[config.mk]
export PLATFORM = sky130hd
export DESIGN_NAME = switch_arbiter_flat
export DESIGN_NICKNAME = d
export VERILOG_FILES = /design/src/rtl/noc_pkg.sv /design/src/rtl/switch_arbiter_if.sv /design/src/rtl/switch_arbiter_rr_port_arbiter.sv /design/src/rtl/switch_arbiter.sv /design/src/flat_wrapper.sv
export SDC_FILE = /design/constraint.sdc
export NUM_CORES = 1
export LEC_CHECK = 0
export ABC_AREA = 1
export BUFFER_PORTS_ARGS = -buffer_cell sky130_fd_sc_hd__buf_2
export CORE_MARGIN = 4
export CORE_UTILIZATION = 55
export CTS_CLUSTER_DIAMETER = 200
export DETAILED_ROUTE_END_ITERATION = 8
export GPL_ROUTABILITY_DRIVEN = 0
export GPL_TIMING_DRIVEN = 0
export PLACE_DENSITY = 0.68
export SYNTH_ARGS = -nofsm -noshare
export SYNTH_HDL_FRONTEND = slang
export SYNTH_SLANG_ARGS = --single-unit
[constraint.sdc]
create_clock -name clk -period 4.7 [get_ports clk]
set_clock_uncertainty 0.1 [all_clocks]
set_input_delay 0.47 -clock clk [delete_from_list [all_inputs] [get_ports clk]]
set_output_delay 0.47 -clock clk [all_outputs]
set_load 0.03 [all_outputs]
[src/rtl/noc_pkg.sv]
// noc_pkg: shared port indices, idle select code, arbiter state type and request helpers
package noc_pkg;
    localparam int NPORT = 5;
    localparam logic [2:0] PORT_L = 3'd0;
    localparam logic [2:0] PORT_N = 3'd1;
    localparam logic [2:0] PORT_E = 3'd2;
    localparam logic [2:0] PORT_S = 3'd3;
    localparam logic [2:0] PORT_W = 3'd4;
    localparam logic [2:0] IDLE_CODE = 3'd7;

    typedef enum logic {ARB_IDLE, ARB_BUSY} arb_state_t;

    // Codes 5..7 mean "no request".
    function automatic logic dest_valid(input logic [2:0] code);
        return code < 3'(NPORT);
    endfunction

    function automatic logic [2:0] wrap_inc(input logic [2:0] idx);
        return idx == 3'(NPORT - 1) ? 3'd0 : idx + 3'd1;
    endfunction

    // First set bit of r searching start+1, start+2, ... wrapping, start itself last.
    function automatic logic [2:0] rr_pick(input logic [NPORT-1:0] r, input logic [2:0] start);
        logic [2:0] idx;
        logic [2:0] res;
        logic found;
        idx = start;
        res = start;
        found = 1'b0;
        for (int k = 0; k < NPORT; k++) begin
            idx = wrap_inc(idx);
            if (!found && r[idx]) begin
                res = idx;
                found = 1'b1;
            end
        end
        return res;
    endfunction
endpackage

[src/rtl/switch_arbiter_if.sv]
// switch_arbiter_if: request/grant/select bundle between the switch datapath and its allocator
//   request_* : 3-bit destination per input (5..7 = none)
//   grant_*   : input owns the output it requests
//   sel_*     : input index driving each output, IDLE_CODE when undriven
//   master modport drives requests, slave modport (the arbiter) drives grants and selects
interface switch_arbiter_if;
    logic [2:0] request_L, request_N, request_E, request_S, request_W;
    logic       grant_L, grant_N, grant_E, grant_S, grant_W;
    logic [2:0] sel_L, sel_N, sel_E, sel_S, sel_W;

    modport master (
        output request_L, request_N, request_E, request_S, request_W,
        input  grant_L, grant_N, grant_E, grant_S, grant_W,
        input  sel_L, sel_N, sel_E, sel_S, sel_W
    );

    modport slave (
        input  request_L, request_N, request_E, request_S, request_W,
        output grant_L, grant_N, grant_E, grant_S, grant_W,
        output sel_L, sel_N, sel_E, sel_S, sel_W
    );
endinterface

[src/rtl/switch_arbiter_rr_port_arbiter.sv]
// rr_port_arbiter: round-robin allocator for one output with wormhole lock and starvation guard
//   clk   : rising-edge clock
//   rst   : asynchronous active-low reset
//   req   : one bit per input requesting this output
//   owner : input currently holding the output (valid while busy)
//   busy  : output is allocated
module rr_port_arbiter
    import noc_pkg::*;
#(
    parameter int HOLD_MAX = 16,
    localparam int CW = HOLD_MAX > 1 ? $clog2(HOLD_MAX) : 1
) (
    input  logic             clk,
    input  logic             rst,
    input  logic [NPORT-1:0] req,
    output logic [2:0]       owner,
    output logic             busy
);
    localparam logic [CW-1:0] CMAX = CW'(HOLD_MAX - 1);

    arb_state_t       state, state_d;
    logic [2:0]       owner_q, owner_d, ptr, ptr_d;
    logic [CW-1:0]    count, count_d;
    logic [NPORT-1:0] own_mask, others;
    logic             keep;

    // Pointer resets to the last input so input L wins the first arbitration.
    always_ff @(posedge clk or negedge rst) begin
        if (!rst) begin
            state   <= ARB_IDLE;
            owner_q <= PORT_L;
            ptr     <= PORT_W;
            count   <= '0;
        end else begin
            state   <= state_d;
            owner_q <= owner_d;
            ptr     <= ptr_d;
            count   <= count_d;
        end
    end

    assign own_mask = NPORT'(1) << owner_q;
    assign others   = req & ~own_mask;
    assign keep     = state == ARB_BUSY && req[owner_q];

    // A dropped owner is replaced on the same edge, so no idle bubble appears.
    always_comb begin
        state_d = state;
        owner_d = owner_q;
        ptr_d   = ptr;
        count_d = count;
        if (keep && |others && count == CMAX) begin
            owner_d = rr_pick(others, owner_q);
            ptr_d   = owner_d;
            count_d = '0;
        end else if (keep) begin
            count_d = count == CMAX ? count : count + CW'(1);
        end else if (|req) begin
            state_d = ARB_BUSY;
            owner_d = rr_pick(req, ptr);
            ptr_d   = owner_d;
            count_d = '0;
        end else begin
            state_d = ARB_IDLE;
            count_d = '0;
        end
    end

    always_comb begin
        busy  = state == ARB_BUSY;
        owner = owner_q;
    end
endmodule

[src/rtl/switch_arbiter.sv]
// switch_arbiter: output-port allocator for the 5-port NoC crossbar
//   clk : rising-edge clock
//   rst : asynchronous active-low reset
//   bus : slave side of switch_arbiter_if (requests in, grants and crossbar selects out)
module switch_arbiter
    import noc_pkg::*;
#(
    parameter int         HOLD_MAX  = 16,
    parameter logic [2:0] IDLE_CODE = noc_pkg::IDLE_CODE
) (
    input  logic              clk,
    input  logic              rst,
    switch_arbiter_if.slave   bus
);
    logic [2:0]       request [NPORT];
    logic [NPORT-1:0] req     [NPORT];
    logic [2:0]       owner   [NPORT];
    logic [2:0]       sel     [NPORT];
    logic [NPORT-1:0] busy, grant;

    assign request[PORT_L] = bus.request_L;
    assign request[PORT_N] = bus.request_N;
    assign request[PORT_E] = bus.request_E;
    assign request[PORT_S] = bus.request_S;
    assign request[PORT_W] = bus.request_W;

    // req[o][i]: input i wants output o.
    always_comb begin
        req = '{default: '0};
        for (int o = 0; o < NPORT; o++)
            for (int i = 0; i < NPORT; i++)
                req[o][i] = dest_valid(request[i]) && request[i] == 3'(o);
    end

    for (genvar o = 0; o < NPORT; o++) begin : g_arb
        rr_port_arbiter #(.HOLD_MAX(HOLD_MAX)) u_arb (
            .clk   (clk),
            .rst   (rst),
            .req   (req[o]),
            .owner (owner[o]),
            .busy  (busy[o])
        );
    end

    // Each input requests a single output, so at most one term per input is set.
    always_comb begin
        grant = '0;
        for (int o = 0; o < NPORT; o++) begin
            sel[o] = busy[o] ? owner[o] : IDLE_CODE;
            for (int i = 0; i < NPORT; i++)
                grant[i] = grant[i] | (busy[o] && owner[o] == 3'(i));
        end
    end

    assign bus.grant_L = grant[PORT_L];
    assign bus.grant_N = grant[PORT_N];
    assign bus.grant_E = grant[PORT_E];
    assign bus.grant_S = grant[PORT_S];
    assign bus.grant_W = grant[PORT_W];
    assign bus.sel_L   = sel[PORT_L];
    assign bus.sel_N   = sel[PORT_N];
    assign bus.sel_E   = sel[PORT_E];
    assign bus.sel_S   = sel[PORT_S];
    assign bus.sel_W   = sel[PORT_W];
endmodule

[src/flat_wrapper.sv]
// flat-port wrapper written by rule: the top's interface ports become plain ports
module switch_arbiter_flat import noc_pkg::*;
#(
    parameter int         HOLD_MAX  = 16,
    parameter logic [2:0] IDLE_CODE = noc_pkg::IDLE_CODE
)
  (clk, rst, bus_request_L, bus_request_N, bus_request_E, bus_request_S, bus_request_W, bus_grant_L, bus_grant_N, bus_grant_E, bus_grant_S, bus_grant_W, bus_sel_L, bus_sel_N, bus_sel_E, bus_sel_S, bus_sel_W);
  switch_arbiter_if bus_i ();
  input  logic clk;
  input  logic rst;
  input wire logic [$bits(bus_i.request_L)-1:0] bus_request_L;
  input wire logic [$bits(bus_i.request_N)-1:0] bus_request_N;
  input wire logic [$bits(bus_i.request_E)-1:0] bus_request_E;
  input wire logic [$bits(bus_i.request_S)-1:0] bus_request_S;
  input wire logic [$bits(bus_i.request_W)-1:0] bus_request_W;
  output wire logic [$bits(bus_i.grant_L)-1:0] bus_grant_L;
  output wire logic [$bits(bus_i.grant_N)-1:0] bus_grant_N;
  output wire logic [$bits(bus_i.grant_E)-1:0] bus_grant_E;
  output wire logic [$bits(bus_i.grant_S)-1:0] bus_grant_S;
  output wire logic [$bits(bus_i.grant_W)-1:0] bus_grant_W;
  output wire logic [$bits(bus_i.sel_L)-1:0] bus_sel_L;
  output wire logic [$bits(bus_i.sel_N)-1:0] bus_sel_N;
  output wire logic [$bits(bus_i.sel_E)-1:0] bus_sel_E;
  output wire logic [$bits(bus_i.sel_S)-1:0] bus_sel_S;
  output wire logic [$bits(bus_i.sel_W)-1:0] bus_sel_W;
  assign bus_i.request_L = bus_request_L;
  assign bus_i.request_N = bus_request_N;
  assign bus_i.request_E = bus_request_E;
  assign bus_i.request_S = bus_request_S;
  assign bus_i.request_W = bus_request_W;
  assign bus_grant_L = bus_i.grant_L;
  assign bus_grant_N = bus_i.grant_N;
  assign bus_grant_E = bus_i.grant_E;
  assign bus_grant_S = bus_i.grant_S;
  assign bus_grant_W = bus_i.grant_W;
  assign bus_sel_L = bus_i.sel_L;
  assign bus_sel_N = bus_i.sel_N;
  assign bus_sel_E = bus_i.sel_E;
  assign bus_sel_S = bus_i.sel_S;
  assign bus_sel_W = bus_i.sel_W;
  switch_arbiter #(.HOLD_MAX(HOLD_MAX), .IDLE_CODE(IDLE_CODE)) u_core (.clk(clk), .rst(rst), .bus(bus_i));
endmodule
==> results.json, run 1 <==
{
  "antenna_cells": 0,
  "clockBufferDepth": 2,
  "io_pins": 37,
  "cts_tree": "done",
  "period_share_pct": 92.2,
  "synth-seq-area-share_pct": 10.4,
  "yosys-top-cells-count": "625 x nand2_1, 339 x nand3_1, 305 x inv_1, 100 x nor2_1, 72 x ha_1",
  "drive_gt1_share_pct": 12.6,
  "postSynthAreaPerCell_um2": 5.52,
  "grt_pass1_vias": 11400,
  "period_needed_ns": 4.33,
  "reg2reg_from": "u_core.g_arb[2].u_arb.owner[1]",
  "setup_tns_ns": 0,
  "grt_util_met1_pct": 41.8,
  "yosysMostFrequentCell": "nand2_1",
  "core_area_um2": 19500,
  "finalWirelength_um": 33200,
  "cts_sinks": 45,
  "critPathKind": "reg2reg",
  "ys.flop_type": "dfrtp_1",
  "die_area_um2": 22100,
  "synth_warnings": 0,
  "ctsResizeCount": 0,
  "io_buffers": 36,
  "via_per_inst": 5.61,
  "rsz0062_at_grt": "no",
  "hold_viol": 0,
  "worstMarginPinSlew_ns": 1.13,
  "status": "complete, no violations",
  "synth_edf_count": 0,
  "max_cap_violations": 0,
  "holdCritPathClass": "in2async",
  "grt_pass1_wl_um": 54600,
  "yosys.area.top_type": "nand2_1",
  "start_util_pct": 56.0,
  "wl_per_cell_um": 14.6,
  "rows": 51,
  "synthArstFlopShare_pct": 100,
  "antenna_left": 0,
  "arrival_ns": 4.42,
  "syn2layout_area_growth_pct": 6.32,
  "r2r_cells": 25,
  "synth-seq-cells": 45,
  "grt_max_degree": 46,
  "grt.busiest_layer": "met2",
  "die_y_um": 149,
  "synth_top_area_share_pct": 21.5,
  "slew_violations": 0,
  "vias": 12800,
  "end_kind": "flip-flop",
  "slew_headroom_pct": 24.9,
  "syn_area_um2": 10900,
  "final_nets": 2105,
  "drt_iter0_drc": 1009,
  "ctsHtreeMaxLevel": 2,
  "hpwl_um": 26900,
  "finalSetupViolCount": 0,
  "synth.distinct_cells": 54,
  "antenna_found_initial": 0,
  "die_width_um": 149,
  "syn_nets": 2062,
  "critical_path.max_fanout": 8,
  "drc": 0,
  "grt_util_met3_pct": 3.62,
  "clk_latency_ns": 0.29,
  "syn_inst": 1973,
  "grt_usage_pct": 29.3,
  "met2_usage_pct": 47.6,
  "synthTopCellsByArea": "nand2_1 22%, nand3_1 16%, inv_1 11%, dfrtp_1 9.2%, ha_1 8.3%",
  "cts_setup_buffers": 0,
  "worstPathRequired_ns": 4.79,
  "reg2reg_to": "u_core.g_arb[2].u_arb.owner[1]",
  "drtPass1Iterations": 5,
  "max_freq_ghz": 0.231,
  "path_clk_slew_ns": 0.07,
  "regToRegSetupSlack_ns": 0.37,
  "start_kind": "flip-flop",
  "root_buffer": "clkbuf_16",
  "ctsHoldBuffers": 0,
  "numCtsBuffers": 5,
  "grt_overflow": 0
}
==> state kept, by name, summed over array words and instances (netlist names) <==
name,flops
u_core.g_arb.u_arb.owner,15
u_core.g_arb.u_arb.ptr,5
u_core.g_arb.u_arb.count,20
u_core.g_arb.u_arb.busy,5
==> how the worst max path moves through the flow <==
stage | from | end | slack, ns | cells after the start
after floorplan | u_core.g_arb[3].u_arb.owner[1] | u_core.g_arb[3].u_arb.owner[1] | 1.16 | 25
after global placement | u_core.g_arb[2].u_arb.owner[1] | u_core.g_arb[2].u_arb.owner[1] | 0.54 | 25
after detailed placement | u_core.g_arb[2].u_arb.owner[1] | u_core.g_arb[2].u_arb.owner[0] | 0.52 | 25
after CTS | u_core.g_arb[2].u_arb.owner[1] | u_core.g_arb[2].u_arb.owner[0] | 0.48 | 25
after global routing | u_core.g_arb[2].u_arb.owner[1] | u_core.g_arb[2].u_arb.owner[0] | 0.02 | 25
final | u_core.g_arb[2].u_arb.owner[1] | u_core.g_arb[2].u_arb.owner[1] | 0.37 | 25
==> cell families (layout without fill, tap and decap cells) <==
kind of cell / count (synthesis) / in the layout / synth area share [%]
AND/OR/NAND/NOR: 1311 / 1311 / 57.5
buffers and inverters: 353 / 397 / 12.3
AO/OA/AOI/OAI: 187 / 187 / 11.1
adder cells (fa/ha/maj): 72 / 72 / 8.27
flip-flops: 45 / 45 / 10.4
XOR/XNOR: 5 / 5 / 0.402
==> through the flow <==
| step | std cells | setup slack [ns] | area (um2) | utilization (%) | hold WS (ns) |
|---|---|---|---|---|---|
| floorplan | 1973 | 1.16 | 10900 | - | 0.0744 |
| global placement | 2274 | 0.541 | 11400 | 58.6 | 0.397 |
| CTS | 2282 | 0.483 | 11600 | 59.5 | 0.326 |
| global route | 2282 | 0.0154 | 11600 | 59.5 | 0.374 |
| finish | 2282 | 0.369 | 11600 | 59.5 | 0.291 |
| detailed placement | 2274 | 0.519 | 11400 | 58.6 | 0.399 |
==> metal layers <==
| layer | up-vias | wire length (um) |
|---|---|---|
| li1 | 6548 | - |
| met1 | 5756 | 15200 |
| met2 | 456 | 14600 |
| met3 | 53 | 2640 |
| met4 | 0 | 817 |
| met5 | - | 0 |
==> cell usage in the layout, fill, tap and decap left out, drive strengths merged, types with 3 or more instances in the layout <==
master and instances:
nand2 698, nand3 367, inv 344, nor2 127, o21ai 89, ha 72
nand4 52, a21oi 45, dfrtp 40, buf 40, nor3 30, nand3b 22
or2 12, o22ai 9, o211ai 9, clkbuf 8, o31ai 7, o221ai 5
o2111ai 5, a32o 5, dfstp 5, a31oi 4, xor2 4, o41ai 3
nor4 3, clkinv 3, o21bai 3
==> area by class of cell <==
| class | instances | area, um2 |
|---|---|---|
| sequential | 45 | 1130 |
| multi-input combinational | 1575 | 8420 |
| clock inverter | 2 | 37.5 |
| inverter | 347 | 1310 |
| fill | 2045 | 7880 |
| tap | 265 | 332 |
| clock buffer | 6 | 139 |
| buffer | 6 | 36.3 |
| timing repair buffer | 36 | 180 |
==> critical path, cell delays in order (launching register included) <==
cell and delay, ns:
dfrtp_1 0.51, inv_1 0.17, ha_1 0.28, nand2_1 0.14, inv_1 0.05, nor2_1 0.30
inv_1 0.15, ha_1 0.24, nand2_1 0.11, nand2_2 0.13, ha_1 0.23, or2_2 0.29
nand3_1 0.13, nand2_1 0.10, inv_1 0.10, nand3_1 0.09, nand3_1 0.16, nor2_1 0.08
nand2_1 0.06, nand2_1 0.07, nor2_1 0.30, nand3_1 0.12, nand3_1 0.13, inv_1 0.07
nand2_1 0.06, nand2_1 0.05
Power of run 1 is not shown: default switching activity piles up to over one toggle a cycle in this logic, so the estimate is an artifact.
==> run 2: changes to the inputs <==
--- a/config.mk
+++ b/config.mk
@@ -13,7 +13,7 @@
 export DETAILED_ROUTE_END_ITERATION = 8
 export GPL_ROUTABILITY_DRIVEN = 0
 export GPL_TIMING_DRIVEN = 0
-export PLACE_DENSITY = 0.68
+export PLACE_DENSITY = 0.72
 export SYNTH_ARGS = -nofsm -noshare
 export SYNTH_HDL_FRONTEND = slang
 export SYNTH_SLANG_ARGS = --single-unit
==> run 2 against run 1 <==
Global-route usage down 1.4 points; setup slack better by 0.11 ns; count of clock-buffer cells in the layout unchanged; register-to-register slack better by 0.11 ns; utilization unchanged; sequential cell count unchanged; non-clock buffer count unchanged; wire length down 4.2%; die area unchanged; critical path type unchanged; critical endpoint is now u_core.g_arb[2].u_arb.owner[0]; largest cell class unchanged; highest routed layer unchanged.
==> results.json, run 2 (synthesis results as in run 1) <==
{
  "status": "complete, no violations",
  "holdCritPathClass": "in2async",
  "max_freq_ghz": 0.237,
  "antenna_found_initial": 0,
  "slew_violations": 0,
  "die_area_um2": 22100,
  "multiInputGateArea_um2": 8420,
  "end_kind": "flip-flop",
  "worstPathRequired_ns": 4.80,
  "antenna_cells": 0,
  "rows": 51,
  "start_kind": "flip-flop",
  "ctsHtreeMaxLevel": 2,
  "worstMarginPinSlew_ns": 1.12,
  "drtPass1Iterations": 6,
  "drt_iter0_drc": 849,
  "clockBufferDepth": 2,
  "critical_path.max_fanout": 8,
  "drc": 0,
  "setup_tns_ns": 0,
  "die_width_um": 149,
  "start_util_pct": 56.0,
  "max_cap_violations": 0,
  "io_buffers": 36,
  "vias": 12900,
  "ctsResizeCount": 0,
  "largest_reg_flops": 20,
  "regMostFlops": "u_core.g_arb.u_arb.count",
  "antenna_left": 0,
  "grt_pass1_wl_um": 52600,
  "wl_per_cell_um": 14.0,
  "cts_setup_buffers": 0,
  "cts_tree": "done",
  "finalSetupViolCount": 0,
  "period_share_pct": 89.7,
  "grt_overflow": 0,
  "grt_usage_pct": 28.0,
  "cts_sinks": 45,
  "seqCellArea_um2": 1130,
  "via_per_inst": 5.65,
  "numCtsBuffers": 5,
  "io_pins": 37,
  "mostFrequentLayoutCell": "nand2_1",
  "hold_ws_ns": 0.291,
  "die_y_um": 149,
  "hold_viol": 0,
  "grt_pass1_vias": 11500,
  "core_area_um2": 19500,
  "slew_headroom_pct": 25.1,
  "layout_common_cells": "625 x nand2_1, 339 x nand3_1, 305 x inv_1",
  "rsz0062_at_grt": "no",
  "arrival_ns": 4.31,
  "period_needed_ns": 4.22,
  "grt_max_degree": 46,
  "final_nets": 2105,
  "drive_gt1_share_pct": 12.6,
  "finalWirelength_um": 31800,
  "clk_latency_ns": 0.30,
  "hpwl_um": 25800,
  "ctsHoldBuffers": 0,
  "path_clk_slew_ns": 0.07,
  "syn2layout_area_growth_pct": 6.32,
  "root_buffer": "clkbuf_16",
  "r2r_cells": 25,
  "fill_cells": 1984,
  "critPathKind": "reg2reg"
}
run 2: cell counts in the layout (fill, tap and decap cells not counted):
No cell type changed its count.
run 2: critical path, stage by stage (launching register included):
cell and delay (ns):
dfrtp_1 0.50, inv_1 0.16, ha_1 0.28, nand2_1 0.14, inv_1 0.05, nor2_1 0.28, inv_1 0.13, ha_1 0.24
nand2_1 0.11, nand2_2 0.13, ha_1 0.23, or2_2 0.29, nand3_1 0.12, nand2_1 0.11, inv_1 0.10, nand3_1 0.09
nand3_1 0.15, nor2_1 0.07, nand2_1 0.06, nand2_1 0.07, nor2_1 0.28, nand3_1 0.12, nand3_1 0.12, inv_1 0.07
nand2_1 0.07, nand2_1 0.04
run 2: area by class of cell:
class	count	share of cell area, %
clock inverter	2	0.324
multi-input combinational	1575	72.7
buffer	6	0.313
tap	265	2.86
sequential	45	9.77
clock buffer	6	1.20
timing repair buffer	36	1.56
inverter	347	11.3
run 2: final timing paths:
| check | startpoint | to | slack (ns) |
|---|---|---|---|
| worst max-delay path | u_core.g_arb[2].u_arb.owner[1] | u_core.g_arb[2].u_arb.owner[0] | 0.48 |
| worst min-delay path | rst | u_core.g_arb[2].u_arb.owner[0] | 0.29 |
| worst max register to register | u_core.g_arb[2].u_arb.owner[1] | u_core.g_arb[2].u_arb.owner[0] | 0.48 |
| worst min register to register | u_core.g_arb[2].u_arb.ptr[2] | u_core.g_arb[2].u_arb.ptr[2] | 0.41 |
| max in group asynchronous | rst | u_core.g_arb[3].u_arb.owner[0] | 3.52 |
| min in group clk | u_core.g_arb[2].u_arb.ptr[2] | u_core.g_arb[2].u_arb.ptr[2] | 0.41 |
run 2: stage by stage:
stage | instance area, um2 | worst slack (ns) | std cells | utilization [%]
after floorplan | 10900 | 1.16 | 1973 | -
after global placement | 11400 | 0.632 | 2274 | 58.6
after detailed placement | 11400 | 0.581 | 2274 | 58.6
after CTS | 11600 | 0.560 | 2282 | 59.5
after global routing | 11600 | 0.0743 | 2282 | 59.5
final | 11600 | 0.483 | 2282 | 59.5
run 2: layer usage:
layer | vias to the layer above | routed length, um | track usage, %
li1 | 6542 | - | -
met1 | 5815 | 14300 | 38.3
met2 | 473 | 14500 | 46.3
met3 | 64 | 2290 | 3.92
met4 | 0 | 734 | 8.01
met5 | - | 0 | 0
Power of run 2 is left out for the same reason.
